$ cat src/rtl/cache_fill_controller_pkg.sv
// ============================================================================
// Module      : cache_fill_pkg
// Description : Shared constants and FSM state encodings for the block-refill
//               controller (cache_fill_controller).
// Revision    : 1.0 - initial release
// ============================================================================
`default_nettype none

package cache_fill_pkg;

    localparam int WORDS       = 8;
    localparam int MEM_LAT     = 4;
    localparam int OFFSET_BITS = $clog2(WORDS) + 1;

    localparam logic [1:0] IDLE   = 2'd0;
    localparam logic [1:0] FILL_I = 2'd1;
    localparam logic [1:0] FILL_D = 2'd2;

endpackage

`default_nettype wire

$ cat src/rtl/cache_fill_controller_if.sv
// ============================================================================
// Module      : cache_fill_controller_if
// Description : Cache-side, store and memory-port signals of the refill
//               controller. master = controller, slave = caches + memory.
// Revision    : 1.0 - initial release
// ============================================================================
`default_nettype none

interface cache_fill_controller_if #(
    parameter int ADDR_W = 16,
    parameter int DATA_W = 16,
    parameter int WORDS  = 8
);
    localparam int IDX_W = $clog2(WORDS);

    logic              i_miss;
    logic [ADDR_W-1:0] i_miss_addr;
    logic              d_miss;
    logic [ADDR_W-1:0] d_miss_addr;
    logic              store_req;
    logic [ADDR_W-1:0] store_addr;
    logic [DATA_W-1:0] store_data;
    logic              store_ready;
    logic              mem_enable;
    logic              mem_wr;
    logic [ADDR_W-1:0] mem_addr;
    logic [DATA_W-1:0] mem_wdata;
    logic [DATA_W-1:0] mem_rdata;
    logic              mem_data_valid;
    logic [DATA_W-1:0] fill_data;
    logic [IDX_W-1:0]  fill_word_idx;
    logic              i_fill_we;
    logic              d_fill_we;
    logic              i_fill_done;
    logic              d_fill_done;
    logic              busy;

    modport master (
        input  i_miss, i_miss_addr, d_miss, d_miss_addr,
        input  store_req, store_addr, store_data,
        input  mem_rdata, mem_data_valid,
        output store_ready, mem_enable, mem_wr, mem_addr, mem_wdata,
        output fill_data, fill_word_idx, i_fill_we, d_fill_we,
        output i_fill_done, d_fill_done, busy
    );

    modport slave (
        output i_miss, i_miss_addr, d_miss, d_miss_addr,
        output store_req, store_addr, store_data,
        output mem_rdata, mem_data_valid,
        input  store_ready, mem_enable, mem_wr, mem_addr, mem_wdata,
        input  fill_data, fill_word_idx, i_fill_we, d_fill_we,
        input  i_fill_done, d_fill_done, busy
    );

endinterface

`default_nettype wire

$ cat src/rtl/cache_fill_controller_fill_word_counter.sv
// ============================================================================
// Module      : fill_word_counter
// Description : Word counter for one block; word = (count + start) mod WORDS,
//               last flags the final count value.
// Revision    : 1.0 - initial release
// ============================================================================
`default_nettype none

module fill_word_counter #(
    parameter int WORDS = 8,
    parameter int IDX_W = $clog2(WORDS)
) (
    input  wire logic             clk,
    input  wire logic             rst,
    input  wire logic             clr,
    input  wire logic             inc,
    input  wire logic [IDX_W-1:0] start,
    output logic      [IDX_W-1:0] word,
    output logic                  last
);

    logic [IDX_W-1:0] r_count;

    always_ff @(posedge clk) begin
        if (rst || clr) begin
            r_count <= '0;
        end else if (inc) begin
            r_count <= r_count + 1'b1;
        end
    end

    // Truncating add gives the wrap within the block for free.
    assign word = r_count + start;
    assign last = (r_count == IDX_W'(WORDS - 1));

endmodule

`default_nettype wire

$ cat src/rtl/cache_fill_controller.sv
// ============================================================================
// Module      : cache_fill_controller
// Description : Block refill sequencer for I/D caches over the shared
//               pipelined memory, with write-through store arbitration.
//               Optional macro FILL_CRITICAL_WORD_FIRST_EN starts each
//               fill at the missed word.
// Revision    : 1.0 - initial release
// ============================================================================
`default_nettype none

module cache_fill_controller #(
    parameter int ADDR_W = 16,
    parameter int DATA_W = 16,
    parameter int WORDS  = cache_fill_pkg::WORDS
) (
    input  wire logic               clk,
    input  wire logic               rst,
    cache_fill_controller_if.master bus
);
    import cache_fill_pkg::*;

    localparam int                IDX_W        = $clog2(WORDS);
    localparam logic [ADDR_W-1:0] c_BLOCK_MASK = ADDR_W'(2 * WORDS - 1);

    logic [1:0]        r_state;
    logic [1:0]        w_next;
    logic [ADDR_W-1:0] r_base;
    logic [IDX_W-1:0]  r_start;
    logic              r_issued;
    logic              w_accept;
    logic [ADDR_W-1:0] w_miss_addr;
    logic              w_filling;
    logic              w_issue_inc;
    logic              w_recv_inc;
    logic              w_recv_end;
    logic [IDX_W-1:0]  w_issue_word;
    logic [IDX_W-1:0]  w_recv_word;
    logic              w_issue_last;
    logic              w_recv_last;

    assign w_filling   = (r_state != IDLE);
    assign w_accept    = (r_state == IDLE) && !bus.store_req && (bus.i_miss || bus.d_miss);
    assign w_miss_addr = bus.i_miss ? bus.i_miss_addr : bus.d_miss_addr;
    assign w_issue_inc = w_filling && !r_issued;
    assign w_recv_inc  = w_filling && bus.mem_data_valid;
    assign w_recv_end  = w_recv_inc && w_recv_last;

    fill_word_counter #(.WORDS(WORDS), .IDX_W(IDX_W)) u_issue_cnt (
        .clk   (clk),
        .rst   (rst),
        .clr   (!w_filling),
        .inc   (w_issue_inc),
        .start (r_start),
        .word  (w_issue_word),
        .last  (w_issue_last)
    );

    fill_word_counter #(.WORDS(WORDS), .IDX_W(IDX_W)) u_recv_cnt (
        .clk   (clk),
        .rst   (rst),
        .clr   (!w_filling),
        .inc   (w_recv_inc),
        .start (r_start),
        .word  (w_recv_word),
        .last  (w_recv_last)
    );

    always_ff @(posedge clk) begin
        if (rst) begin
            r_base  <= '0;
            r_start <= '0;
        end else if (w_accept) begin
            r_base  <= w_miss_addr & ~c_BLOCK_MASK;
`ifdef FILL_CRITICAL_WORD_FIRST_EN
            r_start <= w_miss_addr[IDX_W:1];
`else
            r_start <= '0;
`endif
        end
    end

    // Issue side stops after WORDS reads while the receive side drains.
    always_ff @(posedge clk) begin
        if (rst || !w_filling) begin
            r_issued <= 1'b0;
        end else if (w_issue_inc && w_issue_last) begin
            r_issued <= 1'b1;
        end
    end

    always_ff @(posedge clk) begin
        if (rst) begin
            r_state <= IDLE;
        end else begin
            r_state <= w_next;
        end
    end

    always_comb begin
        w_next = r_state;
        case (r_state)
            IDLE: begin
                if (!bus.store_req) begin
                    if (bus.i_miss) begin
                        w_next = FILL_I;
                    end else if (bus.d_miss) begin
                        w_next = FILL_D;
                    end
                end
            end
            FILL_I, FILL_D: begin
                if (w_recv_end) begin
                    w_next = IDLE;
                end
            end
            default: w_next = IDLE;
        endcase
    end

    always_comb begin
        bus.store_ready   = 1'b0;
        bus.mem_enable    = 1'b0;
        bus.mem_wr        = 1'b0;
        bus.mem_addr      = '0;
        bus.mem_wdata     = '0;
        bus.fill_data     = '0;
        bus.fill_word_idx = '0;
        bus.i_fill_we     = 1'b0;
        bus.d_fill_we     = 1'b0;
        bus.i_fill_done   = 1'b0;
        bus.d_fill_done   = 1'b0;
        bus.busy          = 1'b0;
        case (r_state)
            IDLE: begin
                if (bus.store_req && !rst) begin
                    bus.store_ready = 1'b1;
                    bus.mem_enable  = 1'b1;
                    bus.mem_wr      = 1'b1;
                    bus.mem_addr    = bus.store_addr;
                    bus.mem_wdata   = bus.store_data;
                end
            end
            FILL_I, FILL_D: begin
                bus.busy          = 1'b1;
                bus.mem_enable    = !r_issued;
                bus.mem_addr      = r_base | ADDR_W'({w_issue_word, 1'b0});
                bus.fill_data     = bus.mem_rdata;
                bus.fill_word_idx = w_recv_word;
                bus.i_fill_we     = (r_state == FILL_I) && bus.mem_data_valid;
                bus.d_fill_we     = (r_state == FILL_D) && bus.mem_data_valid;
                bus.i_fill_done   = (r_state == FILL_I) && w_recv_end;
                bus.d_fill_done   = (r_state == FILL_D) && w_recv_end;
            end
            default: ;
        endcase
    end

endmodule

`default_nettype wire

$ cat src/flat_wrapper.sv
// flat-port wrapper written by rule: the top's interface ports become plain ports
module cache_fill_controller_flat import cache_fill_pkg::*;
#(
    parameter int ADDR_W = 16,
    parameter int DATA_W = 16,
    parameter int WORDS  = cache_fill_pkg::WORDS
)
  (clk, rst, bus_i_miss, bus_i_miss_addr, bus_d_miss, bus_d_miss_addr, bus_store_req, bus_store_addr, bus_store_data, bus_mem_rdata, bus_mem_data_valid, bus_store_ready, bus_mem_enable, bus_mem_wr, bus_mem_addr, bus_mem_wdata, bus_fill_data, bus_fill_word_idx, bus_i_fill_we, bus_d_fill_we, bus_i_fill_done, bus_d_fill_done, bus_busy);
  cache_fill_controller_if #(.ADDR_W(ADDR_W), .DATA_W(DATA_W), .WORDS(WORDS)) bus_i ();
  input  wire logic clk;
  input  wire logic rst;
  input wire logic [$bits(bus_i.i_miss)-1:0] bus_i_miss;
  input wire logic [$bits(bus_i.i_miss_addr)-1:0] bus_i_miss_addr;
  input wire logic [$bits(bus_i.d_miss)-1:0] bus_d_miss;
  input wire logic [$bits(bus_i.d_miss_addr)-1:0] bus_d_miss_addr;
  input wire logic [$bits(bus_i.store_req)-1:0] bus_store_req;
  input wire logic [$bits(bus_i.store_addr)-1:0] bus_store_addr;
  input wire logic [$bits(bus_i.store_data)-1:0] bus_store_data;
  input wire logic [$bits(bus_i.mem_rdata)-1:0] bus_mem_rdata;
  input wire logic [$bits(bus_i.mem_data_valid)-1:0] bus_mem_data_valid;
  output wire logic [$bits(bus_i.store_ready)-1:0] bus_store_ready;
  output wire logic [$bits(bus_i.mem_enable)-1:0] bus_mem_enable;
  output wire logic [$bits(bus_i.mem_wr)-1:0] bus_mem_wr;
  output wire logic [$bits(bus_i.mem_addr)-1:0] bus_mem_addr;
  output wire logic [$bits(bus_i.mem_wdata)-1:0] bus_mem_wdata;
  output wire logic [$bits(bus_i.fill_data)-1:0] bus_fill_data;
  output wire logic [$bits(bus_i.fill_word_idx)-1:0] bus_fill_word_idx;
  output wire logic [$bits(bus_i.i_fill_we)-1:0] bus_i_fill_we;
  output wire logic [$bits(bus_i.d_fill_we)-1:0] bus_d_fill_we;
  output wire logic [$bits(bus_i.i_fill_done)-1:0] bus_i_fill_done;
  output wire logic [$bits(bus_i.d_fill_done)-1:0] bus_d_fill_done;
  output wire logic [$bits(bus_i.busy)-1:0] bus_busy;
  assign bus_i.i_miss = bus_i_miss;
  assign bus_i.i_miss_addr = bus_i_miss_addr;
  assign bus_i.d_miss = bus_d_miss;
  assign bus_i.d_miss_addr = bus_d_miss_addr;
  assign bus_i.store_req = bus_store_req;
  assign bus_i.store_addr = bus_store_addr;
  assign bus_i.store_data = bus_store_data;
  assign bus_i.mem_rdata = bus_mem_rdata;
  assign bus_i.mem_data_valid = bus_mem_data_valid;
  assign bus_store_ready = bus_i.store_ready;
  assign bus_mem_enable = bus_i.mem_enable;
  assign bus_mem_wr = bus_i.mem_wr;
  assign bus_mem_addr = bus_i.mem_addr;
  assign bus_mem_wdata = bus_i.mem_wdata;
  assign bus_fill_data = bus_i.fill_data;
  assign bus_fill_word_idx = bus_i.fill_word_idx;
  assign bus_i_fill_we = bus_i.i_fill_we;
  assign bus_d_fill_we = bus_i.d_fill_we;
  assign bus_i_fill_done = bus_i.i_fill_done;
  assign bus_d_fill_done = bus_i.d_fill_done;
  assign bus_busy = bus_i.busy;
  cache_fill_controller #(.ADDR_W(ADDR_W), .DATA_W(DATA_W), .WORDS(WORDS)) u_core (.clk(clk), .rst(rst), .bus(bus_i));
endmodule
$ cat config.mk
export PLATFORM = sky130hd
export DESIGN_NAME = cache_fill_controller_flat
export DESIGN_NICKNAME = d
export VERILOG_FILES = /design/src/rtl/cache_fill_controller_pkg.sv /design/src/rtl/cache_fill_controller_if.sv /design/src/rtl/cache_fill_controller_fill_word_counter.sv /design/src/rtl/cache_fill_controller.sv /design/src/flat_wrapper.sv
export SDC_FILE = /design/constraint.sdc
export NUM_CORES = 1
export LEC_CHECK = 0
export ABC_AREA = 0
export BUFFER_PORTS_ARGS = -buffer_cell sky130_fd_sc_hd__buf_2
export CAP_MARGIN = 20
export CORE_UTILIZATION = 35
export CTS_BUF_LIST = sky130_fd_sc_hd__clkbuf_4 sky130_fd_sc_hd__clkbuf_8
export DETAILED_ROUTE_END_ITERATION = 12
export GPL_TIMING_DRIVEN = 0
export PLACE_DENSITY_LB_ADDON = 0.08
export SETUP_SLACK_MARGIN = 0.4
export SLEW_MARGIN = 10
export SYNTH_ARGS = -nofsm -noshare
export SYNTH_HDL_FRONTEND = slang
export SYNTH_SLANG_ARGS = --single-unit
$ cat constraint.sdc
create_clock -name clk -period 1.9 [get_ports clk]
set_input_delay 0.095 -clock clk [delete_from_list [all_inputs] [get_ports clk]]
set_output_delay 0.095 -clock clk [all_outputs]
set_load 0.05 [all_outputs]
After elaboration in Yosys (flattened, before gate mapping). Index checks and enable logic that the tools add are counted.

$add $sub $neg: 2. Equal/unequal tests: 7. Multiplexer cells: 20. Bitwise gates (word level): 1. Reductions and logical operators: 21.

Operator list (count): 2-to-1 mux 16 bit (5); case mux 16 bit (2 select lines) (1); bitwise OR 16 x 4 -> 16 bit (1); logical AND 1 bit (11); 2-to-1 mux 2 bit (4); 2-to-1 mux 1 bit (7); adder 3 x 1 -> 3 bit (second input constant) (2); equality test 3 bit (second input constant) (2); logical NOT 1 bit (4); case mux 2 bit (2 select lines) (1); 2-to-1 mux 3 bit (1); != test 3 bit (second input constant) (1); AND reduction 3 bit (1); equality test 2 x 1 -> 1 bit (second input constant) (1); equality test 2 bit (second input constant) (1); logical NOT 2 bit (1); logical OR 1 bit (2); != test 2 x 1 -> 1 bit (second input constant) (1); != test 2 bit (second input constant) (1); case mux 1 bit (2 select lines) (1); nonzero test 2 bit (1); OR reduction 2 bit (1).

Register bits after elaboration: 21. Input bits: 86. Output and inout port bits: 59. Word-level logic and storage cells: 56.

Depth between registers and ports, before layout. Gate-level depths: netlist of run 1.

Depth after elaboration: 5. Gate-level depth with buffers: 8. Gate-level depth less buffers: 5.

By module. From an unflattened synthesis of run 1, not the netlist that was laid out.

Cell total of the unflattened synthesis: 183. Area total of the unflattened synthesis: 1627.8 um2.

By module, submodules not included: cache_fill_controller (instances 1, cells each 153, area each 1260.0 um2, sequential area each 300.3 um2); fill_word_counter (instances 2, cells each 15, area each 183.9 um2, sequential area each 60.1 um2).

Worst setup path before layout of run 1. OpenSTA, ideal clock, no wires.

Kind: reg-to-output. From: register u_core.r_state[0]. To: output port bus_mem_addr[10]. Arrival time: 2345 ps. Data required time: 1805 ps. Slack: -540 ps. Stages on the path, launching flop included: 7. Path buffers: 2. Cell sequence: dfxtp_1 inv_1 ha_1 buf_2 buf_1 a22oi_1 nor2_1.

Cells in the longest elaborated chain, start to end: 3. Elaborated cells between the ends (all ways): 5. Those cells by class: 2 x eq/ne; 1 x mux; 2 x reduce/logical.

Ends and longest elaborated chain: start: declaration (RTL line cache_fill_controller.sv:25) `logic [1:0] r_state;`; start signal: assignment (RTL line cache_fill_controller.sv:95) `r_state <= w_next;`; equality test 2 bit / equality test 2 x 1 -> 1 bit (equally long branches) (RTL line cache_fill_controller.sv:133) `case (r_state)`; OR reduction 2 bit (RTL line cache_fill_controller.sv:133); case mux 16 bit (2 select lines) (*) (RTL line cache_fill_controller.sv:133); end: declaration (RTL line flat_wrapper.sv:24) `output wire logic [$bits(bus_i.mem_addr)-1:0] bus_mem_addr;`.

Every way passes the cells marked *; elsewhere a longest branch is shown, timed or not.

Final worst setup path of run 1.
From: register u_core.r_state[0]. To: output port bus_mem_addr[13].

The elaborated chain is that of the path after synthesis.

==> results of run 1 <==
## report_power, final
part	total, mW	switching, mW	internal (mW)
Clock	0.306	0.142	0.164
Combinational	1.33	0.700	0.628
Sequential	0.506	0.0306	0.475
## through the flow
| stage | TNS [ns] | instance area, um2 | instances |
|---|---|---|---|
| 2_1_floorplan | 0 | 1918 | 189 |
| 3_3_place_gp | 0 | 2654 | 375 |
| 3_5_place_dp | 0 | 2654 | 375 |
| 4_1_cts | 0 | 3431 | 395 |
| 5_1_grt | -0.07692 | 3562 | 398 |
| 6_report | 0 | 3562 | 398 |
## critical path, stage by stage (launching register included)
cell	delay, ns
dfxtp_2	0.34
inv_2	0.05
ha_4	0.14
buf_6	0.11
and3b_1	0.16
buf_6	0.15
buf_6	0.14
a22oi_2	0.18
nor2_4	0.07
buf_8	0.15
## cell type report
type	instances	area (um2)
clock buffers	4	48.80
inverters	4	15.01
fillers	249	792.0
flip-flops and latches	21	422.9
well taps	52	65.06
plain buffers	21	217.7
repair buffers	153	1420
multi-input cells	143	1373
## per-layer routing
metal | GRT usage | vias to the layer above | routed length (um)
met5 | 0 | - | 0
met4 | 0.02041 | 0 | 21
met3 | 0.04942 | 2 | 277
met2 | 0.4585 | 71 | 3513
met1 | 0.2979 | 905 | 2487
li1 | - | 971 | -
## placed cells by master (no fill, tap or decap), types with 2 or more instances in the layout
master,instances
buf_16,2
buf_4,12
a21oi_1,12
and2_2,6
and3b_1,3
buf_6,21
inv_1,2
mux2i_1,16
and2_4,31
buf_12,5
a211oi_2,10
ha_1,7
nor2_1,9
a22oi_2,15
dfxtp_2,2
and3_4,2
buf_2,82
nor2_4,16
clkbuf_8,4
clkbuf_1,2
inv_2,2
a211oi_1,2
buf_8,48
dfxtp_1,19
## cell families after synthesis
family	share of synthesized area
xor gates and xnor gates	0.01098
adders and majority gates	0.06275
DFF	0.2635
muxes	0.1004
and+or+nand+nor	0.2557
buffers and inverters	0.08078
AOI/OAI and AO/OA	0.2259
## sequential cells by signal, summed over array words and instances (netlist names)
name and flops:
u_core.r_issued 1, u_core.r_base 12, u_core.u_issue_cnt.r_count 3, u_core.r_state 2, u_core.u_recv_cnt.r_count 3
## what timing repair did
action                     CTS  global route
pin swaps                   20             1
hold buffers                 0             0
setup endpoints to repair   57            77
buffers inserted            11             3
cloned                       5             0
resized for setup          178            40
## worst max path at each step
stage | slack (ns) | end | depth (start not counted)
2_1_floorplan | 0.34 | bus_i_fill_done | 5
3_3_place_gp | 0.19 | bus_mem_addr[13] | 9
3_5_place_dp | 0.15 | bus_mem_addr[13] | 9
4_1_cts | 0.04 | bus_mem_addr[3] | 9
5_1_grt | -0.03 | bus_mem_addr[13] | 9
6_report | 0.04 | bus_mem_addr[13] | 9
==> metrics.txt, run 1 <==
element type at the critical path end output pin; clk sinks 21; crit-path max FO 7; CTS clock-pin slew for the worst setup and hold paths roughly 0.070 ns; vias in the first global route slightly below 2k; IO Count roughly 150; flop2flop setup slack 0.45 ns; Worst-Margin Slew around 0.67 ns; antenna violations before repair 0; 1st-pass router iterations 4; CP Launch Type flop; worst vdd ir between 500 and 600 uV; initial DRC count 50; Worst Hold Endpoint u_core.r_base[4]$_SDFFE_PP0P_; H-tree depth 1; Peak Freq about 0.54 GHz; pin count of the biggest net entering global routing 12; Hold Crit Depth 2; YS warnings 0; drt wl/cell 15.82 um; CTS Buf Count 3; hold_sp rst; Power Total 2.140 mW; asr flop ratio synth 0; clk_lat worst skew between 0.2 and 0.3 ns; area leader, netlist dfxtp_1; vias post-DR between 1.5k and 2k; Worst R2R Start u_core.r_state[0]$_SDFFE_PP0P_; Via-to-Cell Ratio just under 5; LEAKAGE roughly 1.7 nW; syn nets 283; top post-synthesis cells by area dfxtp_1, and2_1, mux2i_1; CP arrival roughly 1.8 ns; syn avg cell area 8.441 um2; GRT Util Overall 0.2453; Die Y around 70 um; die area about 4800 um2; ratio of cells with drive above 1 in the final layout 0.7659; Routability Congestion a little over 0.7; Initial Util 0.3664; clk buf depth 2; Overflow after GRT 0; routed wire length 6298 um; row cnt 24; first-pass GRT wire length around 9600 um; Seq/Total Area, Yosys 0.2635; core area around 4400 um2; Unique masters post-synth 28; critical path class reg -> out; RSZ-0062 raised after global routing yes; TritonCTS clock tree done; HP Class in -> reg; R2R depth 7; # setup viols final 0; hold_ws 0.1159 ns; dpl ws roughly 0.15 ns; fin util 0.8181; top-area cell type share of the netlist area 0.2635; Detail Route Antenna Nets 0; DIE WIDTH 69.51 um; Post-Syn Instances 189; slew margin rel. 0.5519; final worst slack around 0.044 ns; pwr/cell area approximately 600 nW/um2; min Tclk post-route ~1.9 ns; Post-synth EDFFs 0; Slew Limit Fails 0; Cell Area, Synth about 1600 um2; Post-synth top cells and2_1, nor2_1, dfxtp_1, mux2i_1, a22oi_1; antenna diode count 0; #FFs+latches synth 21; drt drc 0; port bufs 134; data required time at the worst endpoint ~1.8 ns; most numerous cell in the Yosys netlist and2_1; status finished, final reports clean; clock skew 0.001367 ns; nets 441; DP Wirelength about 3900 um; Max-cap violations 0; fin crit share 0.9768; top_reg_cell synth dfxtp_1; area grow syn2layout 123.3%; final hold vios 0; crit path launch u_core.r_state[0]$_SDFFE_PP0P_; Root Buffer clkbuf_8; reg2reg end u_core.r_state[0]$_SDFFE_PP0P_
Note: power is estimated with default switching activity, not from simulation.
==> run 2, diff against run 1 <==
- CORE_MARGIN: default -> 5
==> metrics.txt, run 2 (synthesized netlist as in run 1, its figures left out) <==
crit path launch u_core.r_state[0]$_SDFFE_PP0P_; Initial Util 0.3639 (-0.002509); Root Buffer clkbuf_8; 1st-pass router iterations 4 (unchanged); drt wl/cell 18.15 um (+15%); port bufs 134 (unchanged); Worst-Margin Slew 0.6842 ns (+0.01200 ns); leading cell types in the layout, fill and taps excluded buf_2, buf_8, and2_4, buf_6, dfxtp_1; clk sinks 21 (unchanged); Largest regs u_core.r_base: 12 flops, u_core.u_issue_cnt.r_count: 3 flops, u_core.u_recv_cnt.r_count: 3 flops; clk buf depth 2 (unchanged); # setup viols final 1 (+1); worst vdd ir 478.8 uV (-6.6%); nets 443 (+0.45%); initial DRC count 101 (+100%); core area 4384 um2 (+0.69%); pin count of the biggest net entering global routing 13 (+1); Worst R2R Start u_core.r_state[0]$_SDFFE_PP0P_; Detail Route Antenna Nets 0 (unchanged); Die Y 77.51 um (+12%); area grow syn2layout 127.1%; fin crit share 1.014 (+0.03706); H-tree depth 1 (unchanged); # fillers 231 (-7.2%); status finished, violations left; element type at the critical path end output pin; Overflow after GRT 0 (unchanged); dpl ws 0.1668 ns (+0.01710 ns); final worst slack -0.02631 ns (-0.07042 ns); Via-to-Cell Ratio 5.020 (+2.5%); Inst Count DP 375 (unchanged); IO Count 145 (unchanged); Peak Freq 0.5191 GHz (-3.7%); antenna violations before repair 0 (unchanged); R2R depth 7 (unchanged); Slew Limit Fails 0 (unchanged); final hold vios 0 (unchanged); TritonCTS clock tree done; first-pass GRT wire length 10,360 um (+7.9%); critical path endpoint bus_mem_enable; antenna diode count 0 (unchanged); clk_lat worst skew 0.25 ns (about the same); violated checks setup timing; final setup TNS -0.02631 ns (-0.02631 ns); HP Class in -> reg; data required time at the worst endpoint 1.80 ns (about the same); vias in the first global route 1,952 (+0.98%); pwr/cell area 593.1 nW/um2 (-1.3%); vias post-DR 2,008 (+3.0%); placed cell area 2654 um2 (unchanged); Biggest register u_core.r_base; drt drc 0 (unchanged); die area 6008 um2 (+24%); LEAKAGE 1.696 nW (+1.5%); reg2reg end u_core.r_state[0]$_SDFFE_PP0P_; Power Total 2.148 mW (+0.38%); CTS clock-pin slew for the worst setup and hold paths 0.08 ns (about the same); clock skew 0.003281 ns (+0.001913 ns); CTS Buf Count 3 (unchanged); cts-stage hold buffer count 0 (unchanged); Routability Congestion 0.7132 (-1.8%); DP Wirelength 4174 um (+8.3%); fin cells 400 (+0.50%); GRT Util Overall 0.2091 (-0.03623); flop2flop setup slack 0.41 ns (-0.04 ns); crit-path max FO 6 (-1); CP Launch Type flop; routed wire length 7259 um (+15%); ratio of cells with drive above 1 in the final layout 0.7701 (+0.004219); post-route cell area 3622 um2 (+1.7%); DIE WIDTH 77.51 um (+12%); Max-cap violations 0 (unchanged); critical path class reg -> out; most common cell after layout, fill and taps aside buf_2; row cnt 24 (unchanged); min Tclk post-route 1.926 ns (+0.07042 ns); slew margin rel. 0.5439 (-0.008001); Largest register FFs 12 (unchanged); CP arrival 1.83 ns (+0.07 ns); RSZ-0062 raised after global routing yes
## run 2: changes by cell type in the layout (fill, tap and decap cells not counted), sizes merged
cell,before,now
clkinv,0,1
clkbuf,7,8
## run 2: final cells by class
type                       instances  area, um2  area share
timing repair buffer             155       1474      0.4069
multi-input combinational        143       1379      0.3807
sequential                        21      422.9      0.1168
buffer                            21      220.2     0.06079
tap                               52      65.06     0.01796
clock buffer                       3      41.29     0.01140
inverter                           4      15.01    0.004145
clock inverter                     1      5.005    0.001382
## run 2: power breakdown
part	total (mW)	leakage [nW]	internal, mW	switching [mW]
Combinational	1.36	1.50	0.642	0.714
Sequential	0.505	0.173	0.475	0.0296
Clock	0.286	0.0255	0.146	0.140
## run 2: layer usage
layer,vias up,GRT usage,wire (um)
met5,-,0,0
met4,0,0.02921,68
met3,6,0.04745,491
met2,92,0.3923,3969
met1,938,0.2454,2730
li1,972,-,-
## run 2: per-stage QoR
step                hold WS (ns)    util
finish                    0.1014  0.8262
detailed placement        0.3601  0.6053
global route              0.1075  0.8262
floorplan                 0.1678       -
global placement          0.3580  0.6053
CTS                      0.07537  0.7877
## run 2: repair_timing
item | in CTS | in global routing
setup buffers | 12 | 4
endpoints found under the setup margin | 57 | 77
pin swaps | 19 | 11
cloned | 4 | 1
gates resized for setup | 189 | 42
## run 2: worst min-delay path by stage
| stage | start | end | slack [ns] | cells past startpoint |
|---|---|---|---|---|
| after floorplan | rst | u_core.r_base[14]$_SDFFE_PP0P_ | 0.17 | 1 |
| after global placement | rst | u_core.r_base[4]$_SDFFE_PP0P_ | 0.36 | 2 |
| after detailed placement | rst | u_core.r_base[4]$_SDFFE_PP0P_ | 0.36 | 2 |
| after CTS | rst | u_core.r_base[4]$_SDFFE_PP0P_ | 0.08 | 2 |
| after global routing | rst | u_core.r_base[14]$_SDFFE_PP0P_ | 0.11 | 2 |
| final | rst | u_core.r_base[4]$_SDFFE_PP0P_ | 0.10 | 2 |
## run 2: critical path, cell delays in order, from the launching register on
cell	delay [ns]
dfxtp_2	0.35
inv_2	0.05
ha_4	0.15
buf_6	0.11
and3b_1	0.16
buf_6	0.14
buf_12	0.14
buf_12	0.13
a21oi_4	0.14
nor2_4	0.05
buf_8	0.15
